### src/rtl/mem_access_arbiter.sv
// mem_access_arbiter
//  Shares the single-port unified instruction/data memory of the multicycle
//  core between the core memory port and the program loader. Each access runs
//  IDLE -> ACCESS -> (WAIT x MEM_LAT, reads only) -> DONE -> IDLE. The core is
//  held through core_stall until its own ack. The loader normally wins a tie.
//  After STARVE_MAX consecutive loader grants against a waiting core, the core
//  is forced through.
//
//  Optional feature: define MEM_ARB_RANGE_CHECK_EN to flag core accesses that
//  are misaligned or beyond MEM_WORDS. A flagged access never reaches the
//  memory and completes with core_err. The loader is never checked.
module mem_access_arbiter #(
  parameter int ADDR_W     = 32,
  parameter int DATA_W     = 32,
  parameter int MEM_LAT    = 1,
  parameter int STARVE_MAX = 8,
  parameter int MEM_WORDS  = 64
) (
  input  logic              clk,
  input  logic              rst,
  // core requester
  input  logic              core_req,
  input  logic              core_we,
  input  logic [ADDR_W-1:0] core_addr,
  input  logic [DATA_W-1:0] core_wdata,
  output logic [DATA_W-1:0] core_rdata,
  output logic              core_ack,
  output logic              core_err,
  output logic              core_stall,
  // loader requester
  input  logic              ldr_req,
  input  logic              ldr_we,
  input  logic [ADDR_W-1:0] ldr_addr,
  input  logic [DATA_W-1:0] ldr_wdata,
  output logic [DATA_W-1:0] ldr_rdata,
  output logic              ldr_ack,
  // memory port
  output logic              mem_en,
  output logic              mem_we,
  output logic [ADDR_W-3:0] mem_addr,
  output logic [DATA_W-1:0] mem_wdata,
  input  logic [DATA_W-1:0] mem_rdata,
  output logic              owner
);

  localparam int WAIT_W   = (MEM_LAT > 1) ? $clog2(MEM_LAT) : 1;
  localparam int STARVE_W = $clog2(STARVE_MAX + 1);

  localparam logic [WAIT_W-1:0]   WAIT_LAST  = WAIT_W'(MEM_LAT - 1);
  localparam logic [STARVE_W-1:0] STARVE_TOP = STARVE_W'(STARVE_MAX);
  localparam logic [ADDR_W-3:0]   WORDS_LIM  = (ADDR_W-2)'(MEM_WORDS);

  typedef enum logic [1:0] {
    S_IDLE,
    S_ACCESS,
    S_WAIT,
    S_DONE
  } state_t;

  state_t state, state_d;

  // Transaction latched at grant; requesters may change freely afterwards.
  logic              owner_q;
  logic              we_q;
  logic [ADDR_W-1:0] addr_q;
  logic [DATA_W-1:0] wdata_q;

  logic [STARVE_W-1:0] starve_cnt;
  logic [WAIT_W-1:0]   wait_cnt;
  logic [DATA_W-1:0]   core_rdata_q;
  logic [DATA_W-1:0]   ldr_rdata_q;

  logic any_req;
  logic starve_full;
  logic grant_ldr;
  logic wait_last;
  logic range_bad;

  assign any_req     = core_req | ldr_req;
  assign starve_full = (starve_cnt == STARVE_TOP);
  // Loader wins ties unless the core has been passed over STARVE_MAX times.
  assign grant_ldr   = ldr_req & ~(core_req & starve_full);
  assign wait_last   = (wait_cnt == WAIT_LAST);

`ifdef MEM_ARB_RANGE_CHECK_EN
  logic err_q;

  // Only the core is checked; the loader must be able to write anywhere.
  assign range_bad = (state == S_ACCESS) & ~owner_q &
                     ((addr_q[1:0] != 2'b00) | (addr_q[ADDR_W-1:2] >= WORDS_LIM));

  // Remember the verdict of the ACCESS cycle so DONE can report it.
  always_ff @(posedge clk or posedge rst) begin
    if (rst) begin
      err_q <= 1'b0;
    end else if (state == S_ACCESS) begin
      err_q <= range_bad;
    end
  end

  assign core_err = core_ack & err_q;
`else
  // Without the check every address is forwarded, so the byte offset and the
  // depth limit have no consumer.
  logic unused_range;

  assign range_bad    = 1'b0;
  assign unused_range = ^{addr_q[1:0], WORDS_LIM};
  assign core_err     = 1'b0;
`endif

  // FSM state register; async reset abandons any in-flight transaction.
  always_ff @(posedge clk or posedge rst) begin
    // NOTE: nonblocking (<=) so every register samples pre-edge values and
    // the order of always blocks cannot change the result.
    if (rst) begin
      state <= S_IDLE;
    end else begin
      state <= state_d;
    end
  end

  // Next-state logic plus memory strobes and acks decoded from the state.
  always_comb begin
    // NOTE: every output gets a default first so no path leaves it unassigned
    // and no latch is inferred.
    state_d   = state;
    mem_en    = 1'b0;
    mem_we    = 1'b0;
    mem_addr  = '0;
    mem_wdata = '0;
    core_ack  = 1'b0;
    ldr_ack   = 1'b0;

    case (state)
      S_IDLE: begin
        if (any_req) begin
          state_d = S_ACCESS;
        end
      end

      S_ACCESS: begin
        // A flagged access never touches the memory; the bus stays quiet.
        if (!range_bad) begin
          mem_en    = 1'b1;
          mem_we    = we_q;
          mem_addr  = addr_q[ADDR_W-1:2];
          mem_wdata = wdata_q;
        end
        state_d = (we_q || range_bad) ? S_DONE : S_WAIT;
      end

      S_WAIT: begin
        if (wait_last) begin
          state_d = S_DONE;
        end
      end

      S_DONE: begin
        core_ack = ~owner_q;
        ldr_ack  = owner_q;
        state_d  = S_IDLE;
      end

      default: begin
        state_d = S_IDLE;
      end
    endcase
  end

  // Grant latching, starvation counting, read-wait timing and data capture.
  always_ff @(posedge clk or posedge rst) begin
    if (rst) begin
      owner_q      <= 1'b0;
      we_q         <= 1'b0;
      addr_q       <= '0;
      wdata_q      <= '0;
      starve_cnt   <= '0;
      wait_cnt     <= '0;
      core_rdata_q <= '0;
      ldr_rdata_q  <= '0;
    end else begin
      case (state)
        S_IDLE: begin
          if (any_req) begin
            owner_q <= grant_ldr;
            we_q    <= grant_ldr ? ldr_we    : core_we;
            addr_q  <= grant_ldr ? ldr_addr  : core_addr;
            wdata_q <= grant_ldr ? ldr_wdata : core_wdata;
          end
          // Cleared when the core is served or is not waiting at all;
          // otherwise each loader grant against a waiting core counts.
          if (!core_req || !grant_ldr) begin
            starve_cnt <= '0;
          end else if (!starve_full) begin
            starve_cnt <= starve_cnt + STARVE_W'(1);
          end
        end

        S_ACCESS: begin
          wait_cnt <= '0;
          if (range_bad) begin
            core_rdata_q <= '0;
          end
        end

        S_WAIT: begin
          wait_cnt <= wait_cnt + WAIT_W'(1);
          // Only the owner's register moves; the other keeps its last value.
          if (wait_last) begin
            if (owner_q) begin
              ldr_rdata_q <= mem_rdata;
            end else begin
              core_rdata_q <= mem_rdata;
            end
          end
        end

        default: begin
        end
      endcase
    end
  end

  assign core_rdata = core_rdata_q;
  assign ldr_rdata  = ldr_rdata_q;
  assign owner      = owner_q;
  assign core_stall = core_req & ~core_ack;

endmodule

### config.mk
export PLATFORM = sky130hd
export DESIGN_NAME = mem_access_arbiter
export DESIGN_NICKNAME = d
export VERILOG_FILES = /design/src/rtl/mem_access_arbiter.sv
export SDC_FILE = /design/constraint.sdc
export NUM_CORES = 1
export LEC_CHECK = 0
export ABC_AREA = 1
export BUFFER_PORTS_ARGS = -buffer_cell sky130_fd_sc_hd__buf_4
export CORE_MARGIN = 2
export CORE_UTILIZATION = 44
export CTS_CLUSTER_DIAMETER = 30
export DETAILED_ROUTE_END_ITERATION = 6
export GPL_ROUTABILITY_DRIVEN = 0
export PLACE_DENSITY = 0.78
export SYNTH_ARGS = -nofsm -noshare
export SYNTH_HDL_FRONTEND = slang
export SYNTH_SLANG_ARGS = --single-unit
### constraint.sdc
create_clock -name clk -period 4 [get_ports clk]
set_input_delay 0.2 -clock clk [delete_from_list [all_inputs] [get_ports clk]]
set_output_delay 0.2 -clock clk [all_outputs]
set_load 0.01 [all_outputs]
# [Word-level counts from Yosys, hierarchy flattened]
# Cells that the tools add are included.
[classes] add_sub_neg=2 eq_ne=7 n_mux=16 n_bitwise=8 reduce_logical=10
[ops] cell="$mux W32" n=3
[ops] cell="$mux W30" n=1
[ops] cell="$mux W4" n=2
[ops] cell="$pmux W2 S4" n=1
[ops] cell="$mux W1" n=6
[ops] cell="$reduce_and A2 Y1" n=3
[ops] cell="$reduce_and A3 Y1" n=2
[ops] cell="$add A4 B1 Y4 const B" n=1
[ops] cell="$eq A2 B2 Y1 const B" n=2
[ops] cell="$eq A4 B4 Y1 const B" n=1
[ops] cell="$mux W2" n=2
[ops] cell="$ne A2 B2 Y1 const B" n=2
[ops] cell="$not A1 Y1" n=4
[ops] cell="$and A1 B1 Y1" n=3
[ops] cell="$eq A2 B1 Y1 const B" n=1
[ops] cell="$logic_not A1 Y1" n=2
[ops] cell="$logic_not A2 Y1" n=1
[ops] cell="$ne A2 B1 Y1 const B" n=1
[ops] cell="$pmux W1 S2" n=1
[ops] cell="$reduce_bool A2 Y1" n=1
[ops] cell="$add A1 B1 Y1 const B" n=1
[ops] cell="$logic_or A1 B1 Y1" n=1
[ops] cell="$or A1 B1 Y1" n=1
[word_totals] ff_bits=137 inputBits=166 output_inout_bits=133 wordCells=52

# [Depth between registers and ports, before layout]
# Gate-level depths: netlist of run 1.
[logic_depth] word_depth=8 depth_mapped=10 depth_no_buf=9

# [Worst setup path after synthesis of run 1]
# Ideal clock, no wire load.
[synth_path] kind="register -> output" from="reg state[1]" to="out mem_addr[0]" t_arrival_ps=1413 required_time_ps=3800 slack_ps=2387 stages_incl_launch_ff=7 n_path_buf=2 cell_sequence="dfrtp_1 > inv_1 > ha_1 > clkbuf_1 > clkbuf_1 > nand2_1 > inv_1"
[synth_via] elab_chain_cells=2
[synth_lines] item="start: declaration" line="60" source="state_t state, state_d;"
[synth_lines] item="start signal: assignment" line="119" source="state <= state_d;"
[synth_lines] item="$eq A2 B1 Y1" line="135" source="case (state)"
[synth_lines] item="$mux W30" line="135"
[synth_lines] item="end: declaration" line="40" source="output logic [ADDR_W-3:0] mem_addr,"
# No other way between the ends.

# [Worst setup path in the final report of run 1]
[layout_path] from="reg state[1]" to="out mem_addr[8]"
# The elaborated chain is that of the path after synthesis.

==> results of run 1 <==
cells by family (layout without fill, tap and decap cells):
logic type                 after synthesis  after routing  synth area share [%]
buffers and inverters                  291            570                  16.5
other                                    1              1                0.0540
xor gates and xnor gates                 2              2                 0.252
AOI/OAI and AO/OA                       72             72                  5.26
adders and majority gates                7              7                  1.26
DFF                                    135            135                  48.7
and+or+nand+nor                        471            471                  28.0
flip-flops by register name, summed over array words and instances (netlist names):
name	flops
core_rdata	32
addr_q	30
owner	1
wait_cnt	1
ldr_rdata	32
wdata_q	32
starve_cnt	4
we_q	1
state	2
final cells by class:
| class | count | area, um^2 |
|---|---|---|
| clock inverter | 15 | 171 |
| tap | 211 | 264 |
| inverter | 239 | 902 |
| multi-input combinational | 553 | 2430 |
| fill | 1402 | 5500 |
| timing repair buffer | 299 | 2240 |
| clock buffer | 17 | 425 |
| sequential | 135 | 3380 |
power by group through the flow:
stage                     Sequential, uW  Clock (uW)  Combinational [uW]
final                               2420        1570                2900
after global routing                2500        1660                3260
after CTS                           2410        1590                2940
after detailed placement            2420           0                2930
after global placement              2400           0                2860
after floorplan                     2520           0                1460
per-stage QoR:
step	instances	worst slack [ps]	hold WS, ps	power [uW]	utilization (%)
detailed placement	1437	1680	465	5350	60.2
global placement	1437	1800	462	5260	60.2
finish	1469	1380	29.2	6880	64.1
global route	1469	1210	43.2	7430	64.1
floorplan	979	189	359	3980	-
CTS	1469	1370	36.5	6940	64.1
metal layers:
layer	global-route usage [%]	part of all wire (%)
met5	0	0
met4	8.29	2.4
met3	5.37	6.1
met2	40.0	49
met1	30.9	42
worst min path at each step:
stage                              from             end  slack, ps  depth (start not counted)
final                               rst     wdata_q[18]         30                          2
after global routing      mem_rdata[31]   ldr_rdata[31]         40                          3
after CTS                  mem_rdata[9]    ldr_rdata[9]         40                          3
after detailed placement     addr_q[30]      addr_q[30]        460                          2
after global placement       wdata_q[8]      wdata_q[8]        460                          2
after floorplan           mem_rdata[30]  core_rdata[30]        360                          2
synthesized netlist by cell type (all sizes together):
| library cell | number | area share [%] |
|---|---|---|
| inv | 239 | 13 |
| xor2 | 2 | 0.25 |
| nor2 | 9 | 0.49 |
| dfrtp | 135 | 49 |
| o21ai | 68 | 4.9 |
| ha | 7 | 1.3 |
| a21boi | 1 | 0.11 |
| or2 | 1 | 0.090 |
| conb | 1 | 0.054 |
| o21bai | 1 | 0.11 |
| a21oi | 2 | 0.14 |
| nand3 | 130 | 9.4 |
| buf | 36 | 2.7 |
| nand4 | 1 | 0.090 |
| nand2 | 330 | 18 |
| clkbuf | 16 | 0.87 |
critical path, delay by kind of cell (launching register included):
kind | cells | cell delay, ps
buffers and inverters | 4 | 820
adders and majority gates | 1 | 610
DFF | 1 | 410
and+or+nand+nor | 1 | 130
==> impl_results.md, run 1 <==
* Status: finished clean
* Max H-tree Level at 4
* Endpoints failing setup at 0
* Clock share of power at 22.8%
* Largest net degree at the start of global routing at 114
* Clock-pin slew on the worst setup and hold paths at 60 ps
* Post-CTS Repair Setup Buffers at 0
* Final min period at about 2600 ps
* Setup crit end: mem_addr[8]
* Antenna violations before repair at 0
* Vias in the first global route at between 6k and 7k
* Chip height at between 100 and 150 um
* Nets@finish at between 1k and 1.5k
* Slowest cell on crit path: ha_2
* Clock sinks at 135
* Setup TNS Final at 0 ps
* Clock root buffer: clkbuf_16
* Worst skew pair latency at 420 ps
* CP Capture Type: output pin
* Antenna-violating nets left at 0
* Die area at 16800 um^2
* Initial Util at 45.3%
* Layout cells sized above 1 at between 20% and 30%
* Avg Inst Size Synth at slightly above 7 um^2
* Slowest cell delay on critical path at 610 ps
* Synth-to-Final Area Change at 41.4%
* Placed inst area at 9220 um^2
* Synthesized net count at 1152
* Total GRT Usage at 24.0%
* CTS buffer count at 17
* R2R setup slack at 1710 ps
* Switching power at 2630 uW
* Final Max Tran Viols at 0
* Final Hold Vio Count at 0
* DRC Markers at 0
* Reg power frac at 35.1%
* Sw Share at about two fifths
* Slew at the pin closest to its max-slew limit at 1090 ps
* Worst endpoint required time at between 3000 and 4000 ps
* IO Count at 299
* Final period util at 65.6%
* Cell Int Power at roughly 4300 uW
* Hold Crit Class: in2async
* Detailed Place HPWL at roughly 14000 um
* Peak VDD IR at roughly 0.87 mV
* CTS max path bufs at 2
* Comb power frac at 42.1%
* DR pass1 iterations at 5
* Crit path kind: reg2out
* Synth unique cells at 20
* WP data arrival at 2420 ps
* Most common cell after layout, fill and taps aside: nand2_1
* Total gr overflow at 0
* PD cells at 701 nW/um^2
* Setup Skew at 5.90 ps
* TritonCTS clock tree: built
* Drt wl/cell at 13.5 um
* Final instance area at approximately 9800 um^2
* Via-to-Cell Ratio at 4.61
* Slew headroom at 27.2%
* Fmax at 0.381 GHz
* Die Wd at 130 um
* Yosys warnings at 0
* Unrepaired setup endpoints after global routing: no
* Via count at slightly below 7k
* Most frequent cells in the layout: nand2_1 (327), buf_4 (299), inv_1 (236), dfrtp_1 (135), nand3_1 (129)
* Post-Route WL at 19900 um
* Sequential share of the synthesized area at 48.7%
* Critical Path Start Type: register
* Cell count after synthesis at approximately 1000
* Cell area after synthesis at around 7000 um^2
* Worst r2r path cells at 4
* Critical path origin: state[1]
* Leakage at 0.00618 uW
* Post-synthesis register bit count at 135
* Cell Chain, Critical Path: inv_1 > ha_2 > buf_4 > nand2_1 > inv_1 > buf_4
* Number of DRC markers in iteration 0 at ~550
* First-pass GRT wire length at 31400 um
* Max Cap Viol at 0
* N_diodes at 0
* Post-CTS Hold Fix Bufs at 0
* Core Region at roughly 15000 um^2
* Site Rows at 45
* R2r startpoint: state[0]
* # port buffers at 293
* CTS resizes at 0
* Crit path max fanout at 40
* Reg2reg end: ldr_rdata[18]
(Power assumes the default switching activity.)
==> run 2: changes to the inputs <==
--- a/config.mk
+++ b/config.mk
@@ -8,11 +8,11 @@
 export ABC_AREA = 1
 export BUFFER_PORTS_ARGS = -buffer_cell sky130_fd_sc_hd__buf_4
 export CORE_MARGIN = 2
-export CORE_UTILIZATION = 44
+export CORE_UTILIZATION = 48
 export CTS_CLUSTER_DIAMETER = 30
 export DETAILED_ROUTE_END_ITERATION = 6
 export GPL_ROUTABILITY_DRIVEN = 0
-export PLACE_DENSITY = 0.78
+export PLACE_DENSITY = 0.81
 export SYNTH_ARGS = -nofsm -noshare
 export SYNTH_HDL_FRONTEND = slang
 export SYNTH_SLANG_ARGS = --single-unit
==> constraint.sdc (replaced) <==
create_clock -name clk -period 2.7 [get_ports clk]
set_input_delay 0.135 -clock clk [delete_from_list [all_inputs] [get_ports clk]]
set_output_delay 0.135 -clock clk [all_outputs]
set_load 0.01 [all_outputs]
==> run 2 against run 1 <==
Against the previous run:
- clock-buffer cell count did not move
- clock skew rose by 2.6 ps
- clock power rose by 48%
- register-to-register slack got worse by 1100 ps
- hold slack got worse by 22 ps
==> impl_results.md, run 2 (synthesis gave the netlist of run 1 again) <==
* Die Wd at 124 um (-4.1%)
* Final Hold Vio Count at 0 (unchanged)
* Most common cell after layout, fill and taps aside: nand2_1
* Final Max Tran Viols at 0 (unchanged)
* Total GRT Usage at 26.9% (+2.9 points)
* Via count at 6972 (+3.0%)
* Drt wl/cell at 14.0 um (+3.1%)
* Core Region at 14000 um^2 (-8.7%)
* Max Cap Viol at 0 (unchanged)
* Final Instance Count excl. Fillers at 1470 (+0.068%)
* Initial Util at 49.6% (+4.3 points)
* Total gr overflow at 0 (unchanged)
* Top Family by Delay on Critical Path: buffers and inverters
* Setup TNS Final at 0 ps (unchanged)
* Die area at 15400 um^2 (-8.1%)
* Worst endpoint required time at 2570 ps (-1230 ps)
* PD cells at 1030 nW/um^2 (+47%)
* Slew at the pin closest to its max-slew limit at 810 ps (-280 ps)
* Clock share of power at 22.3% (-0.5 points)
* TritonCTS clock tree: built
* Nets@finish at 1449 (+2.2%)
* Cell Int Power at 6420 uW (+51%)
* Chip height at 124 um (-4.1%)
* Multi-input gate area at 2430 um^2 (unchanged)
* CP Capture Type: output pin
* Layout cells sized above 1 at 26.8% (-0.11 points)
* Switching power at 4000 uW (+52%)
* Storage element area at 3380 um^2 (unchanged)
* R2r startpoint: state[0]
* Post-CTS Repair Setup Buffers at 0 (unchanged)
* Final min period at between 2000 and 2500 ps
* Worst r2r path cells at 6 (+2)
* Unrepaired setup endpoints after global routing: no
* Slowest cell delay on critical path at 570 ps (-40 ps)
* Setup Skew at 8.53 ps (+2.63 ps)
* Critical Path Start Type: register
* Reg2reg end: ldr_rdata[8]
* Max H-tree Level at 4 (unchanged)
* Largest net degree at the start of global routing at 65 (-43%)
* Hold Crit Class: in2reg
* Vias in the first global route at 6694 (+6.3%)
* Comb power frac at 43.1% (+1.0 points)
* Sw Share at 38.4% (+0.19 points)
* Via-to-Cell Ratio at 4.74 (+2.9%)
* Cell Chain, Critical Path: inv_1 > ha_2 > buf_4 > nand2_1 > inv_1 > buf_4
* WP data arrival at 2100 ps (-320 ps)
* WHS Path Cells at 3
* Clock-pin slew on the worst setup and hold paths at 60 ps (about the same)
* Final period util at about 83%
* IO Count at 299 (unchanged)
* Slowest cell on crit path: ha_2
* Peak VDD IR at 0.927 mV (+6.1%)
* Most frequent cells in the layout: nand2_1 (327), buf_4 (301), inv_1 (236), dfrtp_1 (135), nand3_1 (129)
* Leakage at 0.00633 uW (+2.3%)
* Post-Place Worst Slack at 675 ps (-1010 ps)
* Post-Route WL at 20500 um (+3.2%)
* Antenna-violating nets left at 0 (unchanged)
* Fmax at 0.447 GHz
* Number of DRC markers in iteration 0 at 520 (-5.3%)
* CTS buffer count at 17 (unchanged)
* WP buf/inv at 4 (unchanged)
* CTS resizes at 0 (unchanged)
* Core Util, Final at 72.4% (+8.3 points)
* Synth-to-Final Area Change at 46.0%
* Filler cells at 1130 (-19%)
* Site Rows at 43 (-4.4%)
* First-pass GRT wire length at 33500 um (+6.7%)
* Crit path kind: reg2out
* Detailed Place HPWL at 14300 um (+5.8%)
* Slew headroom at 45.9% (+19 points)
* CTS max path bufs at 2 (unchanged)
* Endpoints failing setup at 0 (unchanged)
* # port buffers at 293 (unchanged)
* Endpoint, Worst Hold: ldr_rdata[17]
* Reg power frac at 34.7% (-0.4 points)
* Crit path max fanout at 21 (-48%)
* Hold Crit Start: mem_rdata[17]
* Placed insts at 1413 (-1.7%)
* Worst Setup Slack, final at 460 ps (-916 ps)
* Status: finished clean
* R2R setup slack at 640 ps (-1070 ps)
* DRC Markers at 0 (unchanged)
* Clock root buffer: clkbuf_16
* DR pass1 iterations at 5 (unchanged)
* Antenna violations before repair at 0 (unchanged)
* Worst skew pair latency at 420 ps (about the same)
* Clock sinks at 135 (unchanged)
[run 2: cell count changes in the layout (fill, tap and decap cells not counted)]
cell and delta:
buf_4 +2, clkinv_4 -4, buf_12 +5, diode_2 +1, inv_6 +3, dlygate4sd3_1 +24, inv_8 -1, clkinvlp_4 +2
[run 2: area by class of cell]
class                           instances  area share, %
Inverter                              239           8.89
Clock inverter                         15           1.66
Sequential cell                       135           33.3
Tap cell                              180           2.22
Multi-Input combinational cell        553           24.0
Clock buffer                           17           4.20
Timing Repair Buffer                  330           25.7
Antenna cell                            1         0.0247
[run 2: metrics by stage]
stage | hold slack (ps) | cell area, um^2 | power [uW]
floorplan | 294 | 6940 | 5900
global placement | 321 | 9290 | 7880
detailed placement | 319 | 9290 | 8060
CTS | 1.35 | 10100 | 10400
global route | 4.95 | 10100 | 11200
finish | 7.49 | 10100 | 10400
[run 2: tightest hold or removal path, delay by kind of cell]
family,cells,cell delay (ps)
buffers and inverters,2,160
AOI/OAI and AO/OA,1,80
[run 2: worst max path at each step]
stage	endpoint	cells past startpoint	slack [ps]	from
final	mem_wdata[22]	6	460	state[1]
after global routing	mem_wdata[23]	6	370	state[1]
after CTS	mem_wdata[22]	6	460	state[1]
after detailed placement	ldr_rdata[9]	6	670	state[0]
after global placement	ldr_rdata[14]	6	750	state[0]
after floorplan	addr_q[10]	1	890	rst
[run 2: metal layers]
metal | GRT usage (%) | part of all wire [%] | vias up
li1 | - | - | 3479
met1 | 32.0 | 40 | 3184
met2 | 46.6 | 50 | 256
met3 | 5.34 | 5.8 | 53
met4 | 12.6 | 4.0 | 0
met5 | 0 | 0 | -
[run 2: power groups by stage]
| stage | sequential, uW | combinational (uW) | clock [uW] |
|---|---|---|---|
| after global placement | 3550 | 4330 | 0 |
| after floorplan | 3740 | 2160 | 0 |
| after CTS | 3590 | 4500 | 2350 |
| final | 3610 | 4490 | 2320 |
| after global routing | 3720 | 4990 | 2440 |
| after detailed placement | 3600 | 4460 | 0 |
[run 2: repair_timing]
| item | 4_1_cts | 5_1_grt |
|---|---|---|
| hold buffers | 24 | 0 |
| endpoints found under the setup margin | 0 | 0 |
| hold endpoints to repair | 63 | 0 |
==> run 3: changes to the inputs <==
==> constraint.sdc (replaced) <==
create_clock -name clk -period 2.2 [get_ports clk]
set_input_delay 0.11 -clock clk [delete_from_list [all_inputs] [get_ports clk]]
set_output_delay 0.11 -clock clk [all_outputs]
set_load 0.01 [all_outputs]
==> run 3 against run 2 <==
Against the previous run:
- clock skew down 2.1 ps
- final cell count is 3.3% higher
- sequential power rose by 23%
- power rose by 26%
- clock-buffer cell count is the same
- die area did not move
- routed wire length increased by 6.8%
- non-clock buffer count grew 50
- register-to-register slack worse by 290 ps
- sequential share of layout area is 1.7 points lower
- hold slack worse by 0.57 ps
- combinational power is 25% higher
- highest routed layer unchanged
==> impl_results.md, run 3 (synthesis gave the netlist of run 1 again) <==
* Total GRT Usage at 28.4% (+1.6 points)
* Setup TNS Final at 0 ps (unchanged)
* Endpoint, Worst Hold: core_rdata[19]
* Overall power at 13100 uW (+26%)
* Via-to-Cell Ratio at 4.87 (+2.7%)
* DR pass1 iterations at 5 (unchanged)
* Slew headroom at 50.3% (+4.5 points)
* Worst r2r path cells at 7 (+1)
* Site Rows at 43 (unchanged)
* Antenna-violating nets left at 0 (unchanged)
* Die Wd at 124 um (unchanged)
* Most common cell after layout, fill and taps aside: nand2_1
* Antenna violations before repair at 0 (unchanged)
* Crit path max fanout at 64 (+200%)
* Layout cells sized above 1 at 25.9% (-0.93 points)
* Chip height at 124 um (unchanged)
* Max H-tree Level at 4 (unchanged)
* Crit path kind: reg2out
* Synth-to-Final Area Change at 54.0%
* N_diodes at 0 (-1)
* Clock sinks at 135 (unchanged)
* # port buffers at 293 (unchanged)
* Core Region at 14000 um^2 (unchanged)
* Slowest cell on crit path: dfrtp_1
* Drt wl/cell at 14.4 um (+3.4%)
* Via count at 7397 (+6.1%)
* PD cells at 1230 nW/um^2 (+20%)
* Peak VDD IR at 0.925 mV (-0.22%)
* Final period util at 86.8%
* CTS resizes at 0 (unchanged)
* Slew at the pin closest to its max-slew limit at 745 ps (-65.5 ps)
* IO Count at 299 (unchanged)
* R2R setup slack at 350 ps (-290 ps)
* Detailed Place HPWL at 13800 um (-3.1%)
* Clock share of power at 23.4% (+1.1 points)
* Cell Chain, Critical Path: inv_1 > ha_2 > buf_12 > nand2_1 > inv_1 > buf_4
* CTS max path bufs at 2 (unchanged)
* Die area at 15400 um^2 (unchanged)
* Final Hold Vio Count at 0 (unchanged)
* Final Max Tran Viols at 0 (unchanged)
* Critical path origin: state[1]
* Unrepaired setup endpoints after global routing: no
* Slowest cell delay on critical path at 410 ps (-160 ps)
* Sw Share at 38.1% (-0.32 points)
* Hold Crit Start: mem_rdata[19]
* Setup Skew at 6.39 ps (-2.14 ps)
* Max Cap Viol at 0 (unchanged)
* Clock root buffer: clkbuf_16
* Total gr overflow at 0 (unchanged)
* Initial Util at 49.6% (unchanged)
* Largest net degree at the start of global routing at 136 (+110%)
* Nets@finish at 1499 (+3.5%)
* DRC Markers at 0 (unchanged)
* Worst skew pair latency at 410 ps (about the same)
* TritonCTS clock tree: built
* WP data arrival at 1800 ps (-300 ps)
* CP Capture Type: output pin
* Final min period at roughly 1900 ps
* Comb power frac at 42.8% (-0.3 points)
* Hold Crit Class: in2reg
* Reg power frac at 33.8% (-0.9 points)
* Reg2reg end: wdata_q[11]
* WHS Path Cells at 3 (unchanged)
* Critical Path Start Type: register
* Worst endpoint required time at 2090 ps (-480 ps)
* Leakage at 0.00658 uW (+3.9%)
* Vias in the first global route at 7329 (+9.5%)
* Endpoints failing setup at 0 (unchanged)
* Number of DRC markers in iteration 0 at 581 (+12%)
* Clock-pin slew on the worst setup and hold paths at 60 ps (about the same)
* Cell Int Power at 8140 uW (+27%)
* Fmax at roughly 0.52 GHz
* Most frequent CP cell: inv_1
* Most frequent cells in the layout: nand2_1 (327), buf_4 (301), inv_1 (236), dfrtp_1 (135), nand3_1 (129)
* Switching power at 5000 uW (+25%)
* Filler cells at 964 (-15%)
* Post-Route WL at 21900 um (+6.8%)
* R2r startpoint: state[0]
* First-pass GRT wire length at 35800 um (+7.0%)
* CTS buffer count at 17 (unchanged)
* Status: finished clean
==> run 3: worst max-delay path, delay by kind of cell, from the launching register on <==
family | cells | cell delay [ps]
buffers and inverters | 4 | 580
adders and majority gates | 1 | 210
DFF | 1 | 410
and+or+nand+nor | 1 | 110
==> run 3: how the worst max path moves through the flow <==
stage | to | slack [ps] | cells after the start
after floorplan | addr_q[10] | 410 | 1
final | mem_wdata[20] | 290 | 6
after global placement | wdata_q[11] | 430 | 7
after CTS | mem_we | 280 | 6
after detailed placement | wdata_q[11] | 370 | 7
after global routing | wdata_q[11] | 170 | 7
==> run 3: final cells by class <==
type                    instances  area [um^2]  share of cell area [%]
flip-flops and latches        135         3380                    31.6
repair buffers                380         3110                    29.1
multi-input cells             553         2430                    22.7
inverters                     239          901                    8.43
clock buffers                  17          425                    3.98
well taps                     180          225                    2.11
clock inverters                15          215                    2.01
==> run 3: power by group through the flow <==
stage | combinational (uW) | clock [uW] | sequential, uW
after CTS | 5580 | 3100 | 4410
after floorplan | 2650 | 0 | 4580
after global routing | 6210 | 3240 | 4580
after global placement | 5280 | 0 | 4370
final | 5620 | 3080 | 4450
after detailed placement | 5430 | 0 | 4420
==> run 3: per-layer routing <==
metal	track usage [%]	vias up	share of wire [%]
met1	33.5	3418	38
met4	14.1	0	4.5
li1	-	3575	-
met3	6.02	66	6.9
met5	0	-	0
met2	49.1	338	50
==> run 3: metrics by stage <==
step	std cells	worst slack, ps	hold slack (ps)	cell area (um^2)	util (%)
global route	1519	172	20.0	10700	76.4
detailed placement	1414	375	396	9310	66.6
floorplan	979	411	269	6940	-
global placement	1414	429	388	9310	66.6
finish	1519	290	6.92	10700	76.4
CTS	1519	277	0.0992	10700	76.4
==> run 3: timing repair <==
action / in CTS / in global routing
setup buffers: 0 / 0
endpoints found under the hold margin: 230 / 0
endpoints found under the setup margin: 0 / 0
hold buffers: 73 / 0
